File: src/rtl/hcb_packet_sequencer.sv
// hcb_packet_sequencer: input side of the clause-evaluation chain.
// Splits each datapoint into PACKETS_NUM AXI-Stream beats. Each beat goes out on
// the shared x bus with a one-hot valid strobe. The last stage's partial_clause
// is returned through a valid/ready handshake. Only the last packet of the next
// datapoint is stalled while a result is still pending.
module hcb_packet_sequencer #(
    parameter int PACKETS_NUM            = 13,
    parameter int CLAUSE_NUM             = 200,
    parameter int C_S00_AXIS_TDATA_WIDTH = 32
) (
    input  logic                              clk,
    input  logic                              s00_axis_aresetn,
    input  logic [C_S00_AXIS_TDATA_WIDTH-1:0] s00_axis_tdata,
    input  logic                              s00_axis_tvalid,
    input  logic                              s00_axis_tlast,
    output logic                              s00_axis_tready,
    output logic [C_S00_AXIS_TDATA_WIDTH-1:0] x,
    output logic [PACKETS_NUM-1:0]            valid,
    input  logic [CLAUSE_NUM-1:0]             partial_clause,
    output logic [CLAUSE_NUM-1:0]             clause,
    output logic                              clause_valid,
    input  logic                              clause_ready,
    output logic                              frame_err,
    output logic [31:0]                       dp_count
);

    localparam int IDX_W = (PACKETS_NUM > 1) ? $clog2(PACKETS_NUM) : 1;
    localparam logic [IDX_W-1:0] LAST_IDX = IDX_W'(PACKETS_NUM - 1);
    localparam logic [PACKETS_NUM-1:0] ONE_HOT0 = PACKETS_NUM'(1);

    logic [IDX_W-1:0] pkt_idx;
    logic             is_last;
    logic             accept;
    logic             result_taken;

    assign is_last      = (pkt_idx == LAST_IDX);
    // Only registered state feeds tready, so there is no path from clause_ready.
    assign s00_axis_tready = s00_axis_aresetn & ~(is_last & clause_valid);
    assign accept       = s00_axis_tvalid & s00_axis_tready;
    assign result_taken = clause_valid & clause_ready;

    // The result comes straight from the final stage. It stays stable because
    // valid[last] cannot fire again until the pending result has been consumed.
    assign clause = partial_clause;

    // Beat capture, packet index tracking and framing checks.
    always_ff @(posedge clk or negedge s00_axis_aresetn) begin
        if (!s00_axis_aresetn) begin
            pkt_idx   <= '0;
            x         <= '0;
            valid     <= '0;
            frame_err <= 1'b0;
        end else if (accept) begin
            x     <= s00_axis_tdata;
            valid <= ONE_HOT0 << pkt_idx;
            // An early tlast resynchronises to packet 0. Because of that, the
            // aborted datapoint never strobes the last stage.
            if (is_last || s00_axis_tlast)
                pkt_idx <= '0;
            else
                pkt_idx <= pkt_idx + 1'b1;
            if (is_last != s00_axis_tlast)
                frame_err <= 1'b1;
        end else begin
            valid <= '0;
        end
    end

    // Result handshake toward the class-sum stage, plus the completed-result count.
    always_ff @(posedge clk or negedge s00_axis_aresetn) begin
        if (!s00_axis_aresetn) begin
            clause_valid <= 1'b0;
            dp_count     <= '0;
        end else begin
            if (valid[PACKETS_NUM-1])
                clause_valid <= 1'b1;
            else if (result_taken)
                clause_valid <= 1'b0;
            if (result_taken)
                dp_count <= dp_count + 32'd1;
        end
    end

endmodule
File: config.mk
export PLATFORM = sky130hd
export DESIGN_NAME = hcb_packet_sequencer
export DESIGN_NICKNAME = d
export VERILOG_FILES = /design/src/rtl/hcb_packet_sequencer.sv
export SDC_FILE = /design/constraint.sdc
export NUM_CORES = 1
export LEC_CHECK = 0
export CORE_AREA = 2 2 200 202
export CTS_CLUSTER_SIZE = 10
export DETAILED_ROUTE_END_ITERATION = 16
export DIE_AREA = 0 0 202 204
export GPL_TIMING_DRIVEN = 0
export HOLD_SLACK_MARGIN = 0.15
export PLACE_DENSITY = 0.38
export SLEW_MARGIN = 10
export SYNTH_ARGS = -nofsm -noshare
export SYNTH_HDL_FRONTEND = slang
export SYNTH_SLANG_ARGS = --single-unit
File: constraint.sdc
create_clock -name clk -period 2.85 [get_ports clk]
set_clock_uncertainty 0.2 [all_clocks]
set_input_delay 0.4275 -clock clk [delete_from_list [all_inputs] [get_ports clk]]
set_output_delay 0.4275 -clock clk [all_outputs]
set_load 0.05 [all_outputs]
# == Yosys cells after proc, flatten, opt, wreduce, memory -nomap -nowiden ==
# Cells that the tools add are included.
# op_classes
n_addsub,2
n_mul,0
div_mod_pow,0
magnitude_cmp,0
n_eq_ne,2
shifts,1
muxes,4
bitwise,5
reduce_logical,3
# ops
cell,count
$add 32x1->32 const B,1
$mux 13,1
$shl 1x4->13 const A,1
$add 4x1->4 const B,1
$and 1x1->1,4
$eq 4x4->1 const B,1
$mux 4,1
$mux 1,2
$reduce_and 2->1,1
$reduce_bool 2->1,1
$logic_or 1x1->1,1
$ne 1x1->1,1
$not 1->1,1
# word_totals
reg_bits,83
latch_bits,0
ramBits,0
mem_bits_ro,0
inputBits,237
out_inout_bits,280
word_cells,23
n_memories,0

# == Logic depth before layout (Yosys ltp) ==
# logic_depth
ltp_word,6
mapped_depth,8
ltp_nobuf,7

# == Least setup slack after synthesis ==
# No wires, ideal clock.
# synth_path
kind,register to register
startpoint,reg dp_count[5]
endpoint,reg dp_count[23]
setup_time_ns,0.141
t_arrival_ns,2.033
required_ns,2.509
path_slack_ns,0.476
path_stages_with_launch,5
path_buffers,0
synth_period_minus_slack_ns,2.374
cell_sequence,dfrtp_1 nand4_1 nor4_4 or4b_1 xnor2_1
# synth_between
elab_chain_cells,1
# synth_lines
element,line,text
start: declaration,24,output logic [31:0] dp_count
start signal: assignment,80,dp_count <= dp_count + 32'd1;
$add 32x1->32,80,
# Every way passes these cells.
# A chain may end at the register's enable or synchronous reset.

# == Worst setup path in the final report ==
# layout_path
startpoint,reg pkt_idx[0]
endpoint,out s00_axis_tready
# layout_between
elab_chain_cells,4
# layout_lines
element,line,text
start: declaration,31,logic [IDX_W-1:0] pkt_idx;
start signal: assignment,61,pkt_idx <= pkt_idx + 1'b1;
$eq 4x4->1,36,assign is_last = (pkt_idx == LAST_IDX);
$and 1x1->1,38,assign s00_axis_tready = s00_axis_aresetn & ~(is_last & clause_valid);
$not 1->1,38,
$and 1x1->1,38,
end: declaration,16,"output logic s00_axis_tready,"
# Every way passes these cells.

==> flow_summary.ini <==
[yosys]
synth_cell_type_count = 28
synthMostInstantiatedCell = buf_4
synth_ff_type = dfrtp_1
async_reset_ff_frac = 1.00
yosys-top-cells-count = 200 x buf_4, 110 x nand2_1, 83 x dfrtp_1
synthMuxAreaShare = 0.00230
yosys.area.top_type = dfrtp_1
syn_area_per_cell_um2 = 9.44
synth_seq_cells = 83
synthSimpleGateAreaFrac = 0.171
ys_seq_area_frac = 0.424
synth-edff-count = 0
synth_top_family_by_area = buffers and inverters
synth-compound-area-share = 0.00970
synth_xor_area_frac = 0.0554
synth_cells = 519
netlist.area_leader.share = 0.424
synth_nets = 764
yosys-top-cells-area = dfrtp_1 42%, buf_4 31%, nand2_1 8.4%
synth_adder_area_share = 0.0204
ys_warn_count = 0
synth_area_um2 = 4900

[timing]
fmax_mhz = 382
min_period_over_period = 0.918
min_period_ns = 2.62
holdWs_ns = 0.259
max-slew-margin-rel = 0.358
rsz0062_at_grt = false
slew_viol_final = 0
setup_viol = 0
tightest_slew_ns = 0.956
setup_ws_ns = 0.234
hold_viol = 0

[global_routing]
grt_pass1_vias = 4399
grt-ovfl-total = 0
grt.total_usage = 0.0926
grt_start_max_net_pins = 53
antenna_found_initial = 1
grt_pass1_wl_um = 28400

[final_layout]
nets = 1097
stdcell_area_um2 = 9140
antenna_cells = 0
finalNonFillerCells = 1382
area_growth_pct = 86.6
layout-drive-gt1-share = 0.267

[detailed_routing]
first_iter_violations = 149
drt-pass1-iter-count = 4
post_drt_via_cell_ratio = 3.16
drc = 0
wire_per_inst_um = 14.7
ant_nets = 0
vias = 4372
routed_wl_um = 20300

[place]
hpwl_um = 16900
dpl_worst_slack_ns = -0.534
port_buffers = 316
gp_congestion = 0.765
placed_cells = 1361
postPlaceCellArea_um2 = 8740

[die]
initial_utilization = 0.125
core_area_um2 = 39200
die-height_um = 204
num_io_pins = 517
rows = 73
die_width_um = 202
die_area_um2 = 41200

[clock_tree]
postCtsSetupBuffers = 0
cts_buffers = 9
cts.sink_count = 83
h-tree-depth = 3
root_buffer = clkbuf_16
clk_latency_ns = 0.35
cts_buffer_depth = 2
cts_tree = built
clk_pin_slew_ns = 0.07

[worst_setup_path]
cp.required_ns = 2.22
arrival_ns = 1.99
worstSetupPathType = register to output port
crit_path_start_kind = register
critPathCaptureType = output port
path_max_fanout = 5

[status]
status = finished clean

[power_and_ir_drop]
vdd_drop_max_uv = 283
static-leakage-power_nw = 4.15
p_per_area_nw_per_um2 = 457
power_w = 0.00418

[worst_hold_path]
hp-class = register to register

[run]
maxCapViolations = 0
## worst max-delay path, stage by stage (launching register included)
cell and delay (ns):
dfrtp_1 0.42, inv_1 0.10, ha_1 0.27, nand4_1 0.14, and2_1 0.14, dlygate4sd2_1 0.56
## sequential cells by signal, summed over array words and instances (netlist names)
signal and flops:
clause_valid 1, dp_count 32, frame_err 1, pkt_idx 4, valid 13, x 32
## through the flow
step,utilization,TNS [ns]
after global placement,0.223,-392.03
final,0.233,0
after CTS,0.233,0
after global routing,0.233,0
after floorplan,-,0
after detailed placement,0.223,-8.78
## cells in the final DEF (no fill, tap or decap), types with 2 or more instances in the layout
cell / netlist / final
buf_12: 0 / 2
nor3_1: 2 / 2
nand2_1: 110 / 110
clkbuf_16: 0 / 9
dlygate4sd3_1: 0 / 2
and3_1: 12 / 12
and4_1: 2 / 2
clkinvlp_4: 0 / 2
nand4_1: 12 / 12
a21o_1: 2 / 2
xor2_1: 6 / 6
clkdlybuf4s50_1: 0 / 314
inv_1: 7 / 7
buf_4: 200 / 201
and2_1: 6 / 6
xnor2_1: 25 / 25
nor4_2: 2 / 2
ha_1: 8 / 8
nand3_1: 14 / 14
clkbuf_2: 0 / 2
clkbuf_1: 7 / 5
dfrtp_1: 83 / 83
or3_1: 2 / 2
o21ai_0: 3 / 3
buf_16: 0 / 2
inv_8: 0 / 2
nor2_1: 7 / 7
## where the power goes
group / switching [W] / leakage [nW] / total, W / internal, W
logic: 0.00101 / 2.90 / 0.00162 / 0.000608
clock network: 0.000572 / 0.146 / 0.00127 / 0.000698
registers: 0.0000410 / 1.10 / 0.00129 / 0.00124
total: 0.00163 / 4.15 / 0.00418 / 0.00255
## final timing paths
check | startpoint | to | slack (ns) | depth (start not counted)
setup / recovery | pkt_idx[0] | s00_axis_tready | 0.23 | 5
hold / removal | valid[12] | clause_valid | 0.26 | 1
setup reg to reg | pkt_idx[0] | x[12] | 0.41 | 8
hold reg to reg | valid[12] | clause_valid | 0.26 | 1
max in group asynchronous | s00_axis_aresetn | x[29] | 1.14 | 5
min in group asynchronous | s00_axis_aresetn | dp_count[28] | 0.54 | 4
## area by class of cell
class                   count  area, um2
multi-input cells         222       1270
plain buffers             207       1530
repair buffers            322       3270
clock buffers               9        225
inverters                   7       26.3
clock inverters             7       85.1
flip-flops and latches     83       2080
well taps                 525        657
fillers                  4220      30000
## logic make-up (layout without fill, tap and decap cells)
family | count (synthesis) | after routing
buffers and inverters | 214 | 552
and+or+nand+nor | 175 | 175
DFF | 83 | 83
xor gates and xnor gates | 31 | 31
adders and majority gates | 8 | 8
AOI/OAI and AO/OA | 7 | 7
muxes | 1 | 1
## repair_timing
action	in CTS	in global routing
hold endpoints to repair	31	0
resized for setup	2	2
setup endpoints to repair	11	10
hold buffers	5	0
## layer usage
metal	up-vias	global-route usage	wire length, um
li1	2114	-	-
met1	2017	0.107	7820
met5	-	0	13
met4	2	0.0173	167
met2	226	0.168	10900
met3	13	0.0300	1410
Power figures use the tool's default switching activity.
